$ cat config.mk
export PLATFORM = sky130hd
export DESIGN_NAME = note_lane_scroller
export DESIGN_NICKNAME = d
export VERILOG_FILES = /design/src/rtl/note_pkg.sv /design/src/rtl/note_judge.sv /design/src/rtl/note_lane_scroller.sv
export SDC_FILE = /design/constraint.sdc
export NUM_CORES = 1
export LEC_CHECK = 0
export BUFFER_PORTS_ARGS = -buffer_cell sky130_fd_sc_hd__buf_4
export CORE_MARGIN = 8
export CORE_UTILIZATION = 50
export DETAILED_ROUTE_END_ITERATION = 10
export GPL_ROUTABILITY_DRIVEN = 1
export GPL_TIMING_DRIVEN = 0
export PLACE_DENSITY = 0.74
export SYNTH_ARGS = -nofsm -noshare
export SYNTH_HDL_FRONTEND = slang
export SYNTH_HIERARCHICAL = 1
export SYNTH_SLANG_ARGS = --single-unit
$ cat constraint.sdc
create_clock -name clk -period 4 [get_ports clk]
set_clock_uncertainty 0.1 [all_clocks]
set_input_delay 0 -clock clk [delete_from_list [all_inputs] [get_ports clk]]
set_output_delay 0 -clock clk [all_outputs]
set_load 0.02 [all_outputs]
$ cat src/rtl/note_pkg.sv
// -----------------------------------------------------------------------------
// note_pkg
// Shared definitions for the note lane scroller:
//   - two-bit chart note codes (bit0 red, bit1 blue)
//   - scroller state enumeration
//   - saturating add helper used by the statistics counters
// -----------------------------------------------------------------------------
package note_pkg;

  localparam logic [1:0] NOTE_NONE = 2'd0;
  localparam logic [1:0] NOTE_R    = 2'd1;
  localparam logic [1:0] NOTE_B    = 2'd2;
  localparam logic [1:0] NOTE_RB   = 2'd3;

  typedef enum logic [2:0] {
    IDLE  = 3'd0,
    FETCH = 3'd1,
    RUN   = 3'd2,
    DRAIN = 3'd3,
    DONE  = 3'd4
  } state_t;

  // Adds inc to value and clamps the result at max_value. Operands are
  // 32-bit so one function serves every counter width; callers cast.
  function automatic logic [31:0] sat_add(input logic [31:0] value,
                                          input logic [31:0] inc,
                                          input logic [31:0] max_value);
    logic [32:0] sum;
    sum = {1'b0, value} + {1'b0, inc};
    if (sum > {1'b0, max_value}) begin
      return max_value;
    end
    return sum[31:0];
  endfunction

endpackage

$ cat src/rtl/note_judge.sv
// -----------------------------------------------------------------------------
// note_judge
// Hit/miss evaluation and statistics for one note lane.
// Ports:
//   clk, rst_n        clock, asynchronous active-low reset
//   clear             clears combo, max_combo and miss_cnt (new song)
//   hit_en            hits are judged only while high
//   hit_r, hit_b      one-cycle button press pulses
//   shift             window shifts this cycle (cell_low is discarded)
//   cell_hit          current code of the judged cell
//   cell_low          current code of cell 0
//   clr_r, clr_b      accepted hits; the window clears these bits
//   combo, max_combo, miss_cnt  saturating statistics
// -----------------------------------------------------------------------------
module note_judge
  import note_pkg::*;
#(
  parameter int COMBO_W = 8,
  parameter int STRICT  = 0
) (
  input  logic               clk,
  input  logic               rst_n,
  input  logic               clear,
  input  logic               hit_en,
  input  logic               hit_r,
  input  logic               hit_b,
  input  logic               shift,
  input  logic [1:0]         cell_hit,
  input  logic [1:0]         cell_low,
  output logic               clr_r,
  output logic               clr_b,
  output logic [COMBO_W-1:0] combo,
  output logic [COMBO_W-1:0] max_combo,
  output logic [COMBO_W-1:0] miss_cnt
);

  localparam logic [COMBO_W-1:0] SAT_MAX = '1;

  logic               bad_r, bad_b, miss;
  logic [1:0]         hit_inc;
  logic [COMBO_W-1:0] combo_nxt, max_nxt, miss_nxt;

  assign clr_r   = hit_en && hit_r && ((cell_hit & NOTE_R) != NOTE_NONE);
  assign clr_b   = hit_en && hit_b && ((cell_hit & NOTE_B) != NOTE_NONE);
  assign bad_r   = hit_en && hit_r && ((cell_hit & NOTE_R) == NOTE_NONE);
  assign bad_b   = hit_en && hit_b && ((cell_hit & NOTE_B) == NOTE_NONE);
  assign miss    = shift && (cell_low != NOTE_NONE);
  assign hit_inc = {1'b0, clr_r} + {1'b0, clr_b};

  // Order of effects within one cycle: a miss (or a strict wrong press)
  // zeroes the combo first, then accepted hits add on top.
  // NOTE: every variable written in always_comb gets a default on entry so no
  // path leaves it unassigned, which is what would otherwise infer a latch.
  always_comb begin
    combo_nxt = combo;
    miss_nxt  = miss_cnt;
    if (miss) begin
      combo_nxt = '0;
      miss_nxt  = COMBO_W'(sat_add(32'(miss_cnt), 32'd1, 32'(SAT_MAX)));
    end
    if ((STRICT != 0) && (bad_r || bad_b)) begin
      combo_nxt = '0;
    end
    combo_nxt = COMBO_W'(sat_add(32'(combo_nxt), 32'(hit_inc), 32'(SAT_MAX)));
    max_nxt   = (combo_nxt > max_combo) ? combo_nxt : max_combo;
  end

  // NOTE: sequential state uses non-blocking assignments so every flop
  // samples pre-edge values regardless of statement order.
  always_ff @(posedge clk or negedge rst_n) begin
    if (!rst_n) begin
      combo     <= '0;
      max_combo <= '0;
      miss_cnt  <= '0;
    end else if (clear) begin
      combo     <= '0;
      max_combo <= '0;
      miss_cnt  <= '0;
    end else begin
      combo     <= combo_nxt;
      max_combo <= max_nxt;
      miss_cnt  <= miss_nxt;
    end
  end

endmodule

$ cat src/rtl/note_lane_scroller.sv
// -----------------------------------------------------------------------------
// note_lane_scroller
// Scrolling note window for the LED-matrix rhythm game. Chart codes are read
// from an external ROM one cell at a time, scrolled down with SUBSTEPS pixel
// sub-offsets per cell, and judged at cell HIT_POS by note_judge.
// Ports:
//   clk, rst_n               clock, asynchronous active-low reset
//   start                    start song (IDLE) / acknowledge (DONE)
//   pause                    freezes scrolling and ignores hits
//   song_len, tick_period    song length and sub-step period-1, taken on start
//   chart_rd, chart_addr     ROM read request pulse and held address
//   chart_data, chart_vld    ROM response
//   hit_r, hit_b             button press pulses
//   note_r, note_b           per-cell colour bitmaps (cell 0 = bottom)
//   offset                   current sub-offset within a cell
//   judge_r, judge_b         colour bits at the judged cell
//   combo, max_combo, miss_cnt  statistics
//   busy, finish             song in progress / song complete
// -----------------------------------------------------------------------------
module note_lane_scroller
  import note_pkg::*;
#(
  parameter int LANE_DEPTH = 10,
  parameter int SUBSTEPS   = 7,
  parameter int HIT_POS    = 1,
  parameter int ADDR_W     = 10,
  parameter int TICK_W     = 17,
  parameter int COMBO_W    = 8,
  parameter int STRICT     = 0,
  localparam int OFF_W     = $clog2(SUBSTEPS)
) (
  input  logic                  clk,
  input  logic                  rst_n,
  input  logic                  start,
  input  logic                  pause,
  input  logic [ADDR_W-1:0]     song_len,
  input  logic [TICK_W-1:0]     tick_period,
  output logic                  chart_rd,
  output logic [ADDR_W-1:0]     chart_addr,
  input  logic [1:0]            chart_data,
  input  logic                  chart_vld,
  input  logic                  hit_r,
  input  logic                  hit_b,
  output logic [LANE_DEPTH-1:0] note_r,
  output logic [LANE_DEPTH-1:0] note_b,
  output logic [OFF_W-1:0]      offset,
  output logic                  judge_r,
  output logic                  judge_b,
  output logic [COMBO_W-1:0]    combo,
  output logic [COMBO_W-1:0]    max_combo,
  output logic [COMBO_W-1:0]    miss_cnt,
  output logic                  busy,
  output logic                  finish
);

  localparam int                 DRAIN_W    = $clog2(LANE_DEPTH + 1);
  localparam logic [OFF_W-1:0]   LAST_OFF   = OFF_W'(SUBSTEPS - 1);
  localparam logic [DRAIN_W-1:0] LAST_DRAIN = DRAIN_W'(LANE_DEPTH - 1);

  state_t                state;
  logic [LANE_DEPTH-1:0] win_r, win_b, kept_r, kept_b, win_r_nxt, win_b_nxt;
  logic [ADDR_W-1:0]     index, len_q;
  logic [TICK_W-1:0]     tick, period_q;
  logic [DRAIN_W-1:0]    drain_cnt;
  logic                  launch, fetch_done, scrolling, cell_step, shift;
  logic                  hit_en, clr_r, clr_b;
  logic [1:0]            new_code;

  assign launch     = (state == IDLE) && start;
  // A valid in the request cycle itself can only be stale (ROM latency is at
  // least one cycle), so it is not taken as the answer.
  assign fetch_done = (state == FETCH) && chart_vld && !chart_rd;
  assign scrolling  = ((state == RUN) || (state == DRAIN)) && !pause;
  assign cell_step  = scrolling && (tick == period_q) && (offset == LAST_OFF);
  assign shift      = fetch_done || ((state == DRAIN) && cell_step);
  assign new_code   = (state == FETCH) ? (chart_data & NOTE_RB) : NOTE_NONE;

  assign busy    = (state == FETCH) || (state == RUN) || (state == DRAIN);
  assign finish  = (state == DONE);
  assign hit_en  = busy && !pause;

  assign note_r  = win_r;
  assign note_b  = win_b;
  assign judge_r = win_r[HIT_POS];
  assign judge_b = win_b[HIT_POS];

  note_judge #(
    .COMBO_W (COMBO_W),
    .STRICT  (STRICT)
  ) u_judge (
    .clk       (clk),
    .rst_n     (rst_n),
    .clear     (launch),
    .hit_en    (hit_en),
    .hit_r     (hit_r),
    .hit_b     (hit_b),
    .shift     (shift),
    .cell_hit  ({win_b[HIT_POS], win_r[HIT_POS]}),
    .cell_low  ({win_b[0], win_r[0]}),
    .clr_r     (clr_r),
    .clr_b     (clr_b),
    .combo     (combo),
    .max_combo (max_combo),
    .miss_cnt  (miss_cnt)
  );

  // Hits are applied to the pre-shift window, so a note hit on the shifting
  // cycle arrives at HIT_POS-1 already cleared.
  always_comb begin
    kept_r    = win_r & ~(LANE_DEPTH'(clr_r) << HIT_POS);
    kept_b    = win_b & ~(LANE_DEPTH'(clr_b) << HIT_POS);
    win_r_nxt = kept_r;
    win_b_nxt = kept_b;
    if (shift) begin
      win_r_nxt = {new_code[0], kept_r[LANE_DEPTH-1:1]};
      win_b_nxt = {new_code[1], kept_b[LANE_DEPTH-1:1]};
    end
  end

  // NOTE: the window is only 2*LANE_DEPTH flops, not a RAM, so it takes the
  // asynchronous reset like any other register.
  always_ff @(posedge clk or negedge rst_n) begin
    if (!rst_n) begin
      win_r <= '0;
      win_b <= '0;
    end else if (launch) begin
      win_r <= '0;
      win_b <= '0;
    end else begin
      win_r <= win_r_nxt;
      win_b <= win_b_nxt;
    end
  end

  always_ff @(posedge clk or negedge rst_n) begin
    if (!rst_n) begin
      state      <= IDLE;
      chart_rd   <= 1'b0;
      chart_addr <= '0;
      index      <= '0;
      len_q      <= '0;
      period_q   <= '0;
      tick       <= '0;
      offset     <= '0;
      drain_cnt  <= '0;
    end else begin
      chart_rd <= 1'b0;
      case (state)
        IDLE: begin
          if (start) begin
            len_q     <= song_len;
            period_q  <= tick_period;
            index     <= '0;
            tick      <= '0;
            offset    <= '0;
            drain_cnt <= '0;
            if (song_len == '0) begin
              state <= DRAIN;
            end else begin
              state      <= FETCH;
              chart_rd   <= 1'b1;
              chart_addr <= '0;
            end
          end
        end
        FETCH: begin
          if (fetch_done) begin
            index <= index + 1'b1;
            state <= RUN;
          end
        end
        RUN, DRAIN: begin
          if (scrolling) begin
            if (tick != period_q) begin
              tick <= tick + 1'b1;
            end else begin
              tick <= '0;
              if (offset != LAST_OFF) begin
                offset <= offset + 1'b1;
              end else begin
                offset <= '0;
                if (state == DRAIN) begin
                  drain_cnt <= drain_cnt + 1'b1;
                  if (drain_cnt == LAST_DRAIN) begin
                    state <= DONE;
                  end
                end else if (index < len_q) begin
                  state      <= FETCH;
                  chart_rd   <= 1'b1;
                  chart_addr <= index;
                end else begin
                  state     <= DRAIN;
                  drain_cnt <= '0;
                end
              end
            end
          end
        end
        DONE: begin
          if (start) begin
            state <= IDLE;
          end
        end
        default: state <= IDLE;
      endcase
    end
  end

endmodule

* Yosys cells after proc, flatten, opt, wreduce, memory -nomap -nowiden
Index checks and enable logic that the tools add are counted.
Word-level totals: bits in registers 119, logic and storage cells 146
Cells by class: add/subtract/negate cells 7, $lt $le $gt $ge 4, equality and inequality tests 20, multiplexer cells 63, bitwise operators 4, reduce and logical (&&, ||, !) cells 34
Operator list (count):
- 10-bit two-way mux | 13
- 8-bit two-way mux | 10
- 17-bit two-way mux | 3
- 10-bit case mux with 2 select lines | 2
- 17-bit case mux with 2 select lines | 1
- 3-bit two-way mux | 11
- 4-bit two-way mux | 6
- 10-bit bitwise AND | 2
- 2-bit inverter with 10-bit output | 2
- 9-bit by 8-bit > comparator with 1-bit output (second input constant) | 2
- 2-bit != test (second input constant) | 9
- 17-bit by 1-bit adder with 17-bit output (second input constant) | 1
- 17-bit == test | 1
- 17-bit != test | 1
- 1-bit logical AND | 13
- 3-bit case mux with 4 select lines | 1
- 10-bit by 1-bit adder with 10-bit output (second input constant) | 1
- 10-bit logical NOT | 1
- 10-bit < comparator | 1
- 1-bit two-way mux | 10
- 2-bit nonzero test | 5
- 8-bit by 1-bit adder with 9-bit output (second input constant) | 1
- 8-bit by 2-bit adder with 9-bit output | 1
- 3-bit != test (second input constant) | 3
- other kinds (22) | 31

* Logic depth before layout (Yosys ltp)
Gate-level depths: netlist (run 1).
depth in word-level cells 16, mapped depth 21, mapped depth without buffers 18

* Hierarchy
Netlist (run 1), hierarchy kept.
Modules (own cells, without submodules):
- note_lane_scroller | times used 1, cells an instance 515, area an instance 4742.0 µm², seq. area each 2377.3 µm²
- note_judge | times used 1, cells an instance 177, area an instance 1696.6 µm², seq. area each 600.6 µm²

* Least setup slack after synthesis (run 1)
No wires, ideal clock.
kind flip-flop to flip-flop, start point register state[1], end point register u_judge.max_combo[4], library setup time 0.125 ns, arrival 4.122 ns, slack -0.347 ns, stages on the path, launching flop included 20, cell sequence dfrtp_1 -> nor3b_1 -> and3b_1 -> clkbuf_1 -> a21o_1 -> buf_2 -> buf_2 -> o21ai_2 -> nand2_1 -> fa_1 -> inv_1 -> ha_1 -> and3_1 -> a21oi_1 -> a211oi_1 -> ha_1 -> nand4_1 -> or3_4 -> o211ai_4 -> mux2_4
Between the ends: cells in the longest elaborated chain, start to end 15, elaborated cells between the ends (all ways) 31, those cells by class 2 x add/sub; 2 x order compare; 3 x eq/ne; 5 x mux; 19 x reduce/logical
RTL lines:
- from (decl) | line note_lane_scroller.sv:60 | state_t state;
- from (signal assigned) | line note_lane_scroller.sv:137 | state <= IDLE;
- from (signal assigned) | line note_lane_scroller.sv:158 | state <= DRAIN;
- from (signal assigned) | line note_lane_scroller.sv:160 | state <= FETCH;
- 3-bit by 2-bit == test with 1-bit output (on tied branches) | line note_lane_scroller.sv:73, note_lane_scroller.sv:75
- 1-bit logical OR | line note_lane_scroller.sv:73 | assign scrolling = ((state == RUN) || (state == DRAIN)) && !pause;
- 1-bit logical AND | line note_lane_scroller.sv:73
- 1-bit logical AND (2 in a row) | line note_lane_scroller.sv:74 | assign cell_step = scrolling && (tick == period_q) && (offset == LAST_OFF);
- 1-bit logical AND | line note_lane_scroller.sv:75 | assign shift = fetch_done || ((state == DRAIN) && cell_step);
- 1-bit logical OR * | line note_lane_scroller.sv:75
- via shift | line note_lane_scroller.sv:65 | logic launch, fetch_done, scrolling, cell_step, shift;
- 1-bit logical AND * | line note_judge.sv:47 | assign miss = shift && (cell_low != NOTE_NONE);
- 8-bit two-way mux * | line note_judge.sv:57 | if (miss) begin
- 8-bit by 2-bit adder with 9-bit output * | line note_pkg.sv:29 | sum = {1'b0, value} + {1'b0, inc};
- 9-bit by 8-bit > comparator with 1-bit output | line note_pkg.sv:30 | if (sum > {1'b0, max_value}) begin
- 1-bit two-way mux | line note_pkg.sv:30
- 8-bit two-way mux * | line note_pkg.sv:33 | return sum[31:0];
- 8-bit > comparator / 8-bit two-way mux (equally long branches) | line note_judge.sv:65 | max_nxt = (combo_nxt > max_combo) ? combo_nxt : max_combo;
- 2-bit nonzero test (no line) / 8-bit two-way mux (equally long branches)
- to (signal assigned) | line note_judge.sv:81 | max_combo <= max_nxt;
- to (decl) | line note_judge.sv:33 | output logic [COMBO_W-1:0] max_combo,
The timed path passes the listed nets; every way through them passes the cells marked *. The select of a mux whose other input is x is not followed. A chain may end at the register's enable or synchronous reset.

* Final worst setup path (run 1)
start point register state[1], end point register u_judge.max_combo[1]
Between the ends: cells in the longest elaborated chain, start to end 15, elaborated cells between the ends (all ways) 31, those cells by class 2 x add/sub; 2 x order compare; 3 x eq/ne; 5 x mux; 19 x reduce/logical
RTL lines (line):
- 3-bit by 2-bit == test with 1-bit output (on tied branches) | note_lane_scroller.sv:73, note_lane_scroller.sv:78, note_lane_scroller.sv:75
- 1-bit logical OR | note_lane_scroller.sv:73
- 1-bit logical AND | note_lane_scroller.sv:73
- 1-bit logical AND (2 in a row) | note_lane_scroller.sv:74
- 1-bit logical AND | note_lane_scroller.sv:75
- 1-bit logical OR | note_lane_scroller.sv:75
- 1-bit logical AND | note_judge.sv:47
- 8-bit two-way mux | note_judge.sv:57
- 8-bit by 2-bit adder with 9-bit output | note_pkg.sv:29
- 9-bit by 8-bit > comparator with 1-bit output | note_pkg.sv:30
- 1-bit two-way mux | note_pkg.sv:30
- 8-bit two-way mux | note_pkg.sv:33
- 8-bit > comparator / 8-bit two-way mux (equally long branches) | note_judge.sv:65
- 2-bit nonzero test (no line) / 8-bit two-way mux (equally long branches)
Parallel ways exist; a longest one is shown, timed or not. The select of a mux whose other input is x is not followed.

==> reports/metrics.cfg, run 1 <==
[final_layout]
area_delta_synth_final_pct = 38.6
design_area_um2 = 8920
final_nets = 951
n_fill_cell = 934
drive_above_1_share_pct = 26.2

[grt]
grt_usage_pct = 22.4
grt_pass1_wl_mm = 29.5
grt_max_degree = 83
grt_pass1_vias = 6083
antenna_found_initial = 2
overflow = 0

[floorplan]
core_um2 = 12600
die_h_um = 129
die_w_um = 129
num_rows = 41
dieArea_um2 = 16800
ios = 98
start_util_pct = 51.0

[worst_setup_path]
cp_slowest_stage_delay_ps = 420
ff2ff_path_depth = 18
start_kind = flop
critical_path_class = reg2reg
cpMostUsedCell = buf_6
path_cells = buf_6 -> nand3b_1 -> nor4_1 -> and3_1 -> a21o_1 -> o21ai_4 -> nand2_2 -> fa_2 -> nand4b_4 -> buf_4 -> a2111oi_4 -> or2_1 -> ha_4 -> nand4_1 -> or3_4 -> o211ai_4 -> buf_6 -> mux2_4
reg2reg_slack_ps = -100
path_buf_inv = 3
cp_num_cells = 18
crit_slowest_cell = dfrtp_1
worst_path_dominant_cell_family = simple AND/OR/NAND/NOR gates
r2r-start = state[1]
r2r-end = u_judge/max_combo[1]
end_kind = flop
startpoint = state[1]
cp_max_fo = 4
critPathArrivalTime_ps = 4300
required_ps = 4200
crit_end = u_judge/max_combo[1]

[route]
viasPerCell = 5.53
drc = 0
drt_iter0_markers = 532
vias = 5943
routed_wl_mm = 18.6
postRouteAntennaNets = 0
wl_per_cell_um = 17.3
drtPass1Iterations = 5

[power]
p_clk_share_pct = 30.6
p_leak_uw = 0.00428
p_int_uw = 2910
switching_share_pct = 34.5
power_frac_seq_pct = 36.4
p_sw_uw = 1530
ir_drop_uv = 326
p_comb_share_pct = 32.9
cellPowerDensity_nw_per_um2 = 498

[placed_design]
port_buffers = 97
place_area_um2 = 7500
routabilityCongestion = 0.837
pre_cts_slack_ps = -566
hpwl_mm = 11.9

[logic_synthesis]
synth_ff_type = dfrtp_1
synthArstFlopShare_pct = 100
synth_warnings = 6
syn_inst = 692
ys_ff_latch = 119
syn-cell-area_um2 = 6440
synth_edf_count = 0
syn_area_per_cell_um2 = 9.30
ys_types = 70
synth.yosys.seq_area_share_pct = 46.2
synth_nets = 753

[sta]
fmax_mhz = 244
rsz0062_at_grt = true
worst_slew_pin_slew_ps = 924
max_slew_margin_pct = 38.4
setup_viol = 7
setup_ws_ps = -100
drv_slew = 0
finalCritPeriodShare_pct = 102
period_minus_slack_ps = 4100
final_hold_viol_count = 0

[clock_network]
cts-root-buf = clkbuf_16
clockBufferDepth = 2
cts_buffers = 17
clk_pin_slew_ps = 50
worstSkewPairLatency_ps = 420
cts_tree = built
clock-sinks = 119
htree_levels = 4

[job]
maxCapViolCount = 0

[hold_path]
hold_path_class = in2async

[run_status]
outcome = finished, violations left
failed_checks = setup timing

## placed cells by master, fill, tap and decap left out, drive strengths merged, types with 16 or more instances in the layout
cell,instances
buf,158
nand2,140
dfrtp,119
nor2,60
o21ai,45
clkbuf,40
dlygate4sd3,35
inv,33
nand3,25
xor2,25
ha,24
xnor2,16
nand4,16
## power by group through the flow
stage | Sequential, uW | Combinational, uW | Clock [uW]
finish | 1620 | 1460 | 1360
global route | 1650 | 1610 | 1430
detailed placement | 1620 | 1200 | 0
global placement | 1620 | 1150 | 0
floorplan | 1660 | 727 | 0
CTS | 1610 | 1440 | 1370
## cells by family after synthesis
kind of cell,Yosys count,share of synthesized area [%]
and+or+nand+nor,311,22.9
DFF,119,46.2
AOI/OAI and AO/OA,109,11.5
buffers and inverters,63,4.45
xor gates and xnor gates,41,5.58
adders and majority gates,25,4.97
muxes,24,4.28
## how the worst min path moves through the flow
| stage | startpoint | endpoint | slack (ps) | depth (start not counted) |
|---|---|---|---|---|
| 2_1_floorplan | rst_n | chart_addr[0] | -400 | 0 |
| 3_3_place_gp | tick_period[10] | period_q[10] | 90 | 3 |
| 3_5_place_dp | rst_n | len_q[6] | -170 | 1 |
| 4_1_cts | rst_n | len_q[7] | 20 | 3 |
| 5_1_grt | rst_n | len_q[7] | 30 | 3 |
| 6_report | rst_n | len_q[7] | 10 | 3 |
## routing by layer
metal	routed length (um)	GRT usage (%)	vias to the layer above	share of wire (%)
met5	0	0	-	0
met3	1170	6.70	52	6.3
met2	9440	37.4	210	51
met1	7520	26.0	2904	40
li1	-	-	2777	-
met4	509	9.97	0	2.7
## area by class of cell
class / count / area, um^2 / area share (%)
Tap cell: 172 / 215 / 2.41
Timing Repair Buffer: 182 / 1540 / 17.2
Antenna cell: 2 / 5.00 / 0.0561
Multi-Input combinational cell: 510 / 3380 / 37.9
Inverter: 34 / 128 / 1.43
Sequential cell: 119 / 2980 / 33.4
Buffer: 26 / 158 / 1.77
Clock buffer: 26 / 499 / 5.59
Clock inverter: 4 / 20.0 / 0.224
## metrics by stage
| stage | TNS [ps] | instances | hold slack, ps | utilization (%) | total power, uW |
|---|---|---|---|---|---|
| floorplan | -22.5 | 692 | -396 | - | 2380 |
| global placement | -3840 | 961 | 90.6 | 59.2 | 2770 |
| detailed placement | -4250 | 962 | -169 | 59.5 | 2820 |
| CTS | -406 | 1069 | 15.4 | 69.6 | 4420 |
| global route | -1590 | 1075 | 34.2 | 70.7 | 4680 |
| finish | -603 | 1075 | 9.66 | 70.7 | 4440 |
## what timing repair did
| item | in CTS | in global routing |
|---|---|---|
| endpoints found under the setup margin | 8 | 12 |
| pin swaps | 13 | 16 |
| endpoints found under the hold margin | 155 | 0 |
| hold buffers | 36 | 0 |
| cloned | 1 | 0 |
| setup buffers | 42 | 8 |
| resized for setup | 14 | 21 |
## worst register-to-register path, stage by stage, from the launching register on
cell       delay, ps
dfrtp_1          420
buf_6            140
nand3b_1         140
nor4_1            70
and3_1           200
a21o_1           240
o21ai_4           80
nand2_2           70
fa_2             370
nand4b_4         220
buf_4            170
a2111oi_4        310
or2_1            220
ha_4             160
nand4_1          140
or3_4            370
o211ai_4         100
buf_6            150
mux2_4           300
## flip-flops by register name, summed over array words and instances (netlist names)
signal and flops:
chart_addr 10, state 3, u_judge/combo 8, chart_rd 1, period_q 17, u_judge/max_combo 8, len_q 10, drain_cnt 4
tick 17, offset 3, note_r 10, u_judge/miss_cnt 8, index 10, note_b 10
## cells in the mapped netlist, types with 6 or more instances
library cell  instances  share of area [%]
and3_1               10               0.97
nor2_1               59                3.4
xor2_1               25                3.4
a31oi_1               7               0.68
dfrtp_1             119                 46
a21o_1                7               0.82
o21ai_0              42                3.3
mux2i_1              14                2.2
nand2_1             140                8.2
xnor2_1              16                2.2
a211oi_1              7               0.82
nor3_1               11               0.85
mux2_4                6                1.4
nand2b_1              6               0.58
nor3b_1               7               0.82
nand4_1              16                1.6
ha_1                 24                4.7
clkbuf_1             15               0.87
buf_2                 6               0.47
a21oi_1              15                1.2
nand3_1              25                1.9
nor4_1                7               0.68
inv_1                33                1.9
(Power assumes the default switching activity.)
==> run 2: changes to the inputs <==
HOLD_SLACK_MARGIN = 0.05   (was not set)
PLACE_DENSITY = not set   (was 0.74)
PLACE_DENSITY_LB_ADDON = 0.2   (was not set)
==> run 2 against run 1 <==
  * The run still ends with setup timing left
  * Sequential cell count stayed put
  * Clock-buffer cell count is 3 lower
  * Setup slack worse by 56 ps
  * Critical endpoint unchanged
  * Largest cell class unchanged
==> reports/metrics.cfg, run 2 (same netlist as run 1, synthesis figures left out) <==
[worst_setup_path]
critPathArrivalTime_ps = 4360
required_ps = 4200
cp_max_fo = 4
start_kind = flop
critical_path_class = reg2reg
end_kind = flop

[sta]
worst_slew_pin_slew_ps = 961
period_minus_slack_ps = 4160
drv_slew = 0
setup_ws_ps = -155
max_slew_margin_pct = 35.9
setup_viol = 8
finalCritPeriodShare_pct = 104
whs_ps = 215
rsz0062_at_grt = true
fmax_mhz = 241
final_hold_viol_count = 0

[floorplan]
core_um2 = 12600
ios = 98
die_h_um = 129
dieArea_um2 = 16800
start_util_pct = 51.0
die_w_um = 129
num_rows = 41

[route]
m1WireLength_mm = 7.50
routed_wl_mm = 18.1
dr_wl_met2_mm = 8.76
postRouteAntennaNets = 0
wl_per_cell_um = 16.8
drc = 0
drtPass1Iterations = 6
top_layer = met4
wl_met3_mm = 1.18
drt_iter0_markers = 456
viasPerCell = 5.55
vias = 5965

[final_layout]
final_nets = 950
largest_registers = period_q (17), tick (17)
n_fill_cell = 944
drive_above_1_share_pct = 26.4
final_cell_mix = 139 x nand2_1, 138 x buf_4, 116 x dfrtp_1
layout_commonest_cell = nand2_1
area_delta_synth_final_pct = 40.0

[clock_network]
cts-root-buf = clkbuf_16
clock-sinks = 119
cts_tree = built
clockBufferDepth = 2
clk_pin_slew_ps = 50
cts_buffers = 17
htree_levels = 4
worstSkewPairLatency_ps = 420

[power]
ir_drop_uv = 418
cellPowerDensity_nw_per_um2 = 526
p_leak_uw = 0.00434
p_total_uw = 4740

[placed_design]
hpwl_mm = 11.9
pre_cts_slack_ps = -626
port_buffers = 97
routabilityCongestion = 0.875

[grt]
antenna_found_initial = 1
grt_pass1_vias = 6062
overflow = 0
grt_usage_pct = 22.7
grt_max_degree = 65
grt_pass1_wl_mm = 30.0

[run_status]
failed_checks = setup timing
outcome = finished, violations left

[hold_path]
hold_path_class = in2reg

[job]
maxCapViolCount = 0

run 2: through the flow:
stage / util, % / cells / area [um^2] / TNS (ps)
2_1_floorplan: - / 692 / 6530 / -22.5
3_3_place_gp: 59.2 / 961 / 7470 / -4080
3_5_place_dp: 59.5 / 962 / 7500 / -4650
4_1_cts: 70.4 / 1067 / 8890 / -547
5_1_grt: 71.4 / 1075 / 9020 / -2100
6_report: 71.4 / 1075 / 9020 / -1030
run 2: area by class of cell:
class                           instances  area [um^2]  share of cell area [%]
Tap cell                              172          215                    2.39
Sequential cell                       119         2980                    33.1
Antenna cell                            1         2.50                  0.0278
Buffer                                 27          178                    1.97
Clock buffer                           23          488                    5.41
Inverter                               34          128                    1.42
Clock inverter                          9          145                    1.61
Timing Repair Buffer                  180         1540                    17.0
Multi-Input combinational cell        510         3340                    37.1
run 2: final timing paths:
path / slack (ps) / end / depth (start not counted) / from
hold / removal: 210 / period_q[12] / 4 / tick_period[12]
setup reg to reg: -160 / u_judge/max_combo[1] / 18 / state[1]
max in group asynchronous: 2920 / state[1] / 4 / rst_n
hold reg to reg: 390 / len_q[0] / 2 / len_q[0]
setup / recovery: -160 / u_judge/max_combo[1] / 18 / state[1]
min in group asynchronous: 580 / len_q[7] / 4 / rst_n
run 2: power breakdown:
group | switching [uW] | internal [uW]
registers | 195 | 1430
clock network | 528 | 1100
logic | 830 | 654
run 2: critical path, cell delays in order, from the launching register on:
cell	delay (ps)
dfrtp_2	430
buf_6	120
nand3b_1	140
nor4_2	70
and3_1	200
a21o_1	220
buf_12	140
o21ai_4	50
nand2_2	70
fa_2	370
nand4b_4	230
o211a_1	270
or2_1	260
ha_4	280
nand4_1	140
or3_4	370
o211ai_4	100
buf_6	150
mux2_4	300
run 2: what timing repair did:
item,4_1_cts,5_1_grt
setup buffers,36,10
pin swaps,8,15
endpoints found under the hold margin,157,0
endpoints found under the setup margin,8,12
gates cloned,1,0
gates resized for setup,16,16
hold buffers,38,0
run 2: routing by layer:
layer / global-route usage [%] / vias up
li1: - / 2778
met1: 27.5 / 2904
met2: 36.6 / 220
met3: 6.12 / 63
met4: 11.8 / 0
met5: 0 / -
==> run 3: changes to the inputs <==
--- a/config.mk
+++ b/config.mk
@@ -8,4 +8,7 @@
 export BUFFER_PORTS_ARGS = -buffer_cell sky130_fd_sc_hd__buf_4
+export CELL_PAD_IN_SITES_DETAIL_PLACEMENT = 0
+export CELL_PAD_IN_SITES_GLOBAL_PLACEMENT = 2
+export CORE_ASPECT_RATIO = 0.9
 export CORE_MARGIN = 8
-export CORE_UTILIZATION = 50
+export CORE_UTILIZATION = 32
 export DETAILED_ROUTE_END_ITERATION = 10
--- a/constraint.sdc
+++ b/constraint.sdc
@@ -4,2 +4,2 @@
 set_output_delay 0 -clock clk [all_outputs]
-set_load 0.02 [all_outputs]
+set_load 0.01 [all_outputs]
==> run 3 against run 2 <==
  * The run still ends with setup timing left
  * Sequential power barely moved
  * Clock power about the same
  * Register-to-register slack gained 60 ps
  * Die area up 49%
  * Routed wire length is 4.0% higher
  * Via count down 5.8%
  * Total power is 4.1% lower
  * Setup slack better by 61 ps
  * Final cell count increased by 5.7%
  * Cell area fell by 0.75%
  * Sequential share of layout area rose by 0.29 points
  * Maximum frequency rose by 1.5%
  * Critical path type unchanged
  * Critical endpoint is now u_judge/max_combo[0]
  * Largest power group unchanged
==> reports/metrics.cfg, run 3 (same netlist as run 1, synthesis figures left out) <==
[run_status]
outcome = finished, violations left
failed_checks = setup timing

[sta]
worst_slew_pin_slew_ps = 1050
rsz0062_at_grt = true
whs_ps = 217
max_slew_margin_pct = 29.8
final_hold_viol_count = 0
finalCritPeriodShare_pct = 102
period_minus_slack_ps = 4090
setup_ws_ps = -94.6
fmax_mhz = 244
fin_tns_setup_ps = -543
setup_viol = 7
drv_slew = 0

[clock_network]
htree_levels = 4
cts_tree = built
cts-root-buf = clkbuf_16
clockBufferDepth = 2
clock-sinks = 119
worstSkewPairLatency_ps = 430
clk_pin_slew_ps = 50
cts_buffers = 17

[placed_design]
routabilityCongestion = 0.830
hpwl_mm = 13.5
place_area_um2 = 7620
port_buffers = 97

[worst_setup_path]
end_kind = flop
cp_max_fo = 7
critPathArrivalTime_ps = 4300
required_ps = 4200
reg2reg_slack_ps = -90
crit_slowest_cell = dfrtp_2
critical_path_class = reg2reg
cp_slowest_stage_delay_ps = 420
ff2ff_path_depth = 19
start_kind = flop
path_cells = buf_6 -> nand3b_1 -> nor4_2 -> and3_4 -> a21o_4 -> o21ai_4 -> nand2_2 -> fa_2 -> inv_2 -> ha_4 -> nand3_4 -> a311oi_4 -> nor3_2 -> ha_1 -> nand4_1 -> or3_4 -> o211ai_4 -> buf_12 -> mux2_4

[final_layout]
finish.utilization_pct = 45.0
largest_registers = period_q (17), tick (17)
design_area_um2 = 8950
n_fill_cell = 1949
final_cell_mix = 139 x nand2_1, 120 x buf_4, 113 x dfrtp_1
area_delta_synth_final_pct = 39.0
drive_above_1_share_pct = 25.1
layout_commonest_cell = nand2_1
antenna_cells = 0
final_nets = 929

[floorplan]
dieArea_um2 = 24900
die_w_um = 166
start_util_pct = 32.4
num_rows = 49
die_h_um = 151
core_um2 = 19900
ios = 98

[route]
postRouteAntennaNets = 0
drt_iter0_markers = 375
routed_wl_mm = 18.8
wl_per_cell_um = 16.5
drtPass1Iterations = 4
viasPerCell = 4.95
vias = 5619
drc = 0

[grt]
grt_max_degree = 91
antenna_found_initial = 0
overflow = 0
grt_pass1_wl_mm = 30.4
grt_usage_pct = 15.6
grt_pass1_vias = 5563

[power]
p_leak_uw = 0.00421
p_clk_share_pct = 35.9
ir_drop_uv = 277
power_frac_seq_pct = 35.8
cellPowerDensity_nw_per_um2 = 508
switching_share_pct = 33.5
p_comb_share_pct = 28.3
p_sw_uw = 1520
p_int_uw = 3020
p_total_uw = 4540

[hold_path]
hold_path_class = in2reg
hold_depth = 4

[job]
maxCapViolCount = 0

## run 3: changes by cell type in the layout (fill, tap and decap cells not counted), sizes merged
| cell | change |
|---|---|
| clkinv | +2 |
| clkinvlp | +3 |
| bufbuf | -1 |
| buf | -20 |
| diode | -1 |
| clkbuf | -5 |
## run 3: path summary, 6_finish.rpt
| kind | start | end |
|---|---|---|
| worst max-delay path | state[1] | u_judge/max_combo[0] |
| worst min-delay path | tick_period[15] | period_q[15] |
| worst max register to register | state[1] | u_judge/max_combo[0] |
| worst min register to register | len_q[0] | len_q[0] |
| max in group asynchronous | rst_n | u_judge/max_combo[0] |
| min in group asynchronous | rst_n | drain_cnt[0] |
## run 3: area by class of cell
class	instances	area (um^2)	area share [%]
multi-input combinational	510	3390	37.9
sequential	119	2990	33.4
timing repair buffer	160	1350	15.1
clock buffer	18	439	4.91
tap	255	319	3.57
clock inverter	14	181	2.03
buffer	26	158	1.76
inverter	34	128	1.43
## run 3: per-stage QoR
stage | cells | setup WS, ps
after floorplan | 692 | -36.8
after global placement | 1044 | -809
after detailed placement | 1045 | -861
after CTS | 1132 | -129
after global routing | 1136 | -244
final | 1136 | -94.6
## run 3: critical path: cells and delay by family, from the launching register on
family	cells	cell delay [ps]
adder cells (fa/ha/maj)	3	850
AO/OA/AOI/OAI	4	730
flip-flops	1	420
multiplexers	1	300
AND/OR/NAND/NOR	8	1220
buffers and inverters	3	360
## run 3: what timing repair did
item,in CTS,in global routing
hold buffers,38,0
endpoints found under the hold margin,157,0
pin swaps,18,15
endpoints found under the setup margin,8,8
gates resized for setup,15,16
buffers inserted,18,7
## run 3: power by group through the flow
stage	clock, uW	sequential (uW)	combinational, uW
3_5_place_dp	0	1630	1180
3_3_place_gp	0	1630	1150
6_report	1630	1630	1290
4_1_cts	1670	1620	1280
2_1_floorplan	0	1610	722
5_1_grt	1730	1660	1440
## run 3: routing by layer
layer | part of all wire (%) | routed length (um) | up-vias | track usage (%)
li1 | - | - | 2739 | -
met1 | 48 | 9030 | 2720 | 21.8
met2 | 45 | 8420 | 143 | 23.3
met3 | 5.9 | 1110 | 17 | 4.02
met4 | 1.2 | 231 | 0 | 4.50
met5 | 0 | 0 | - | 0
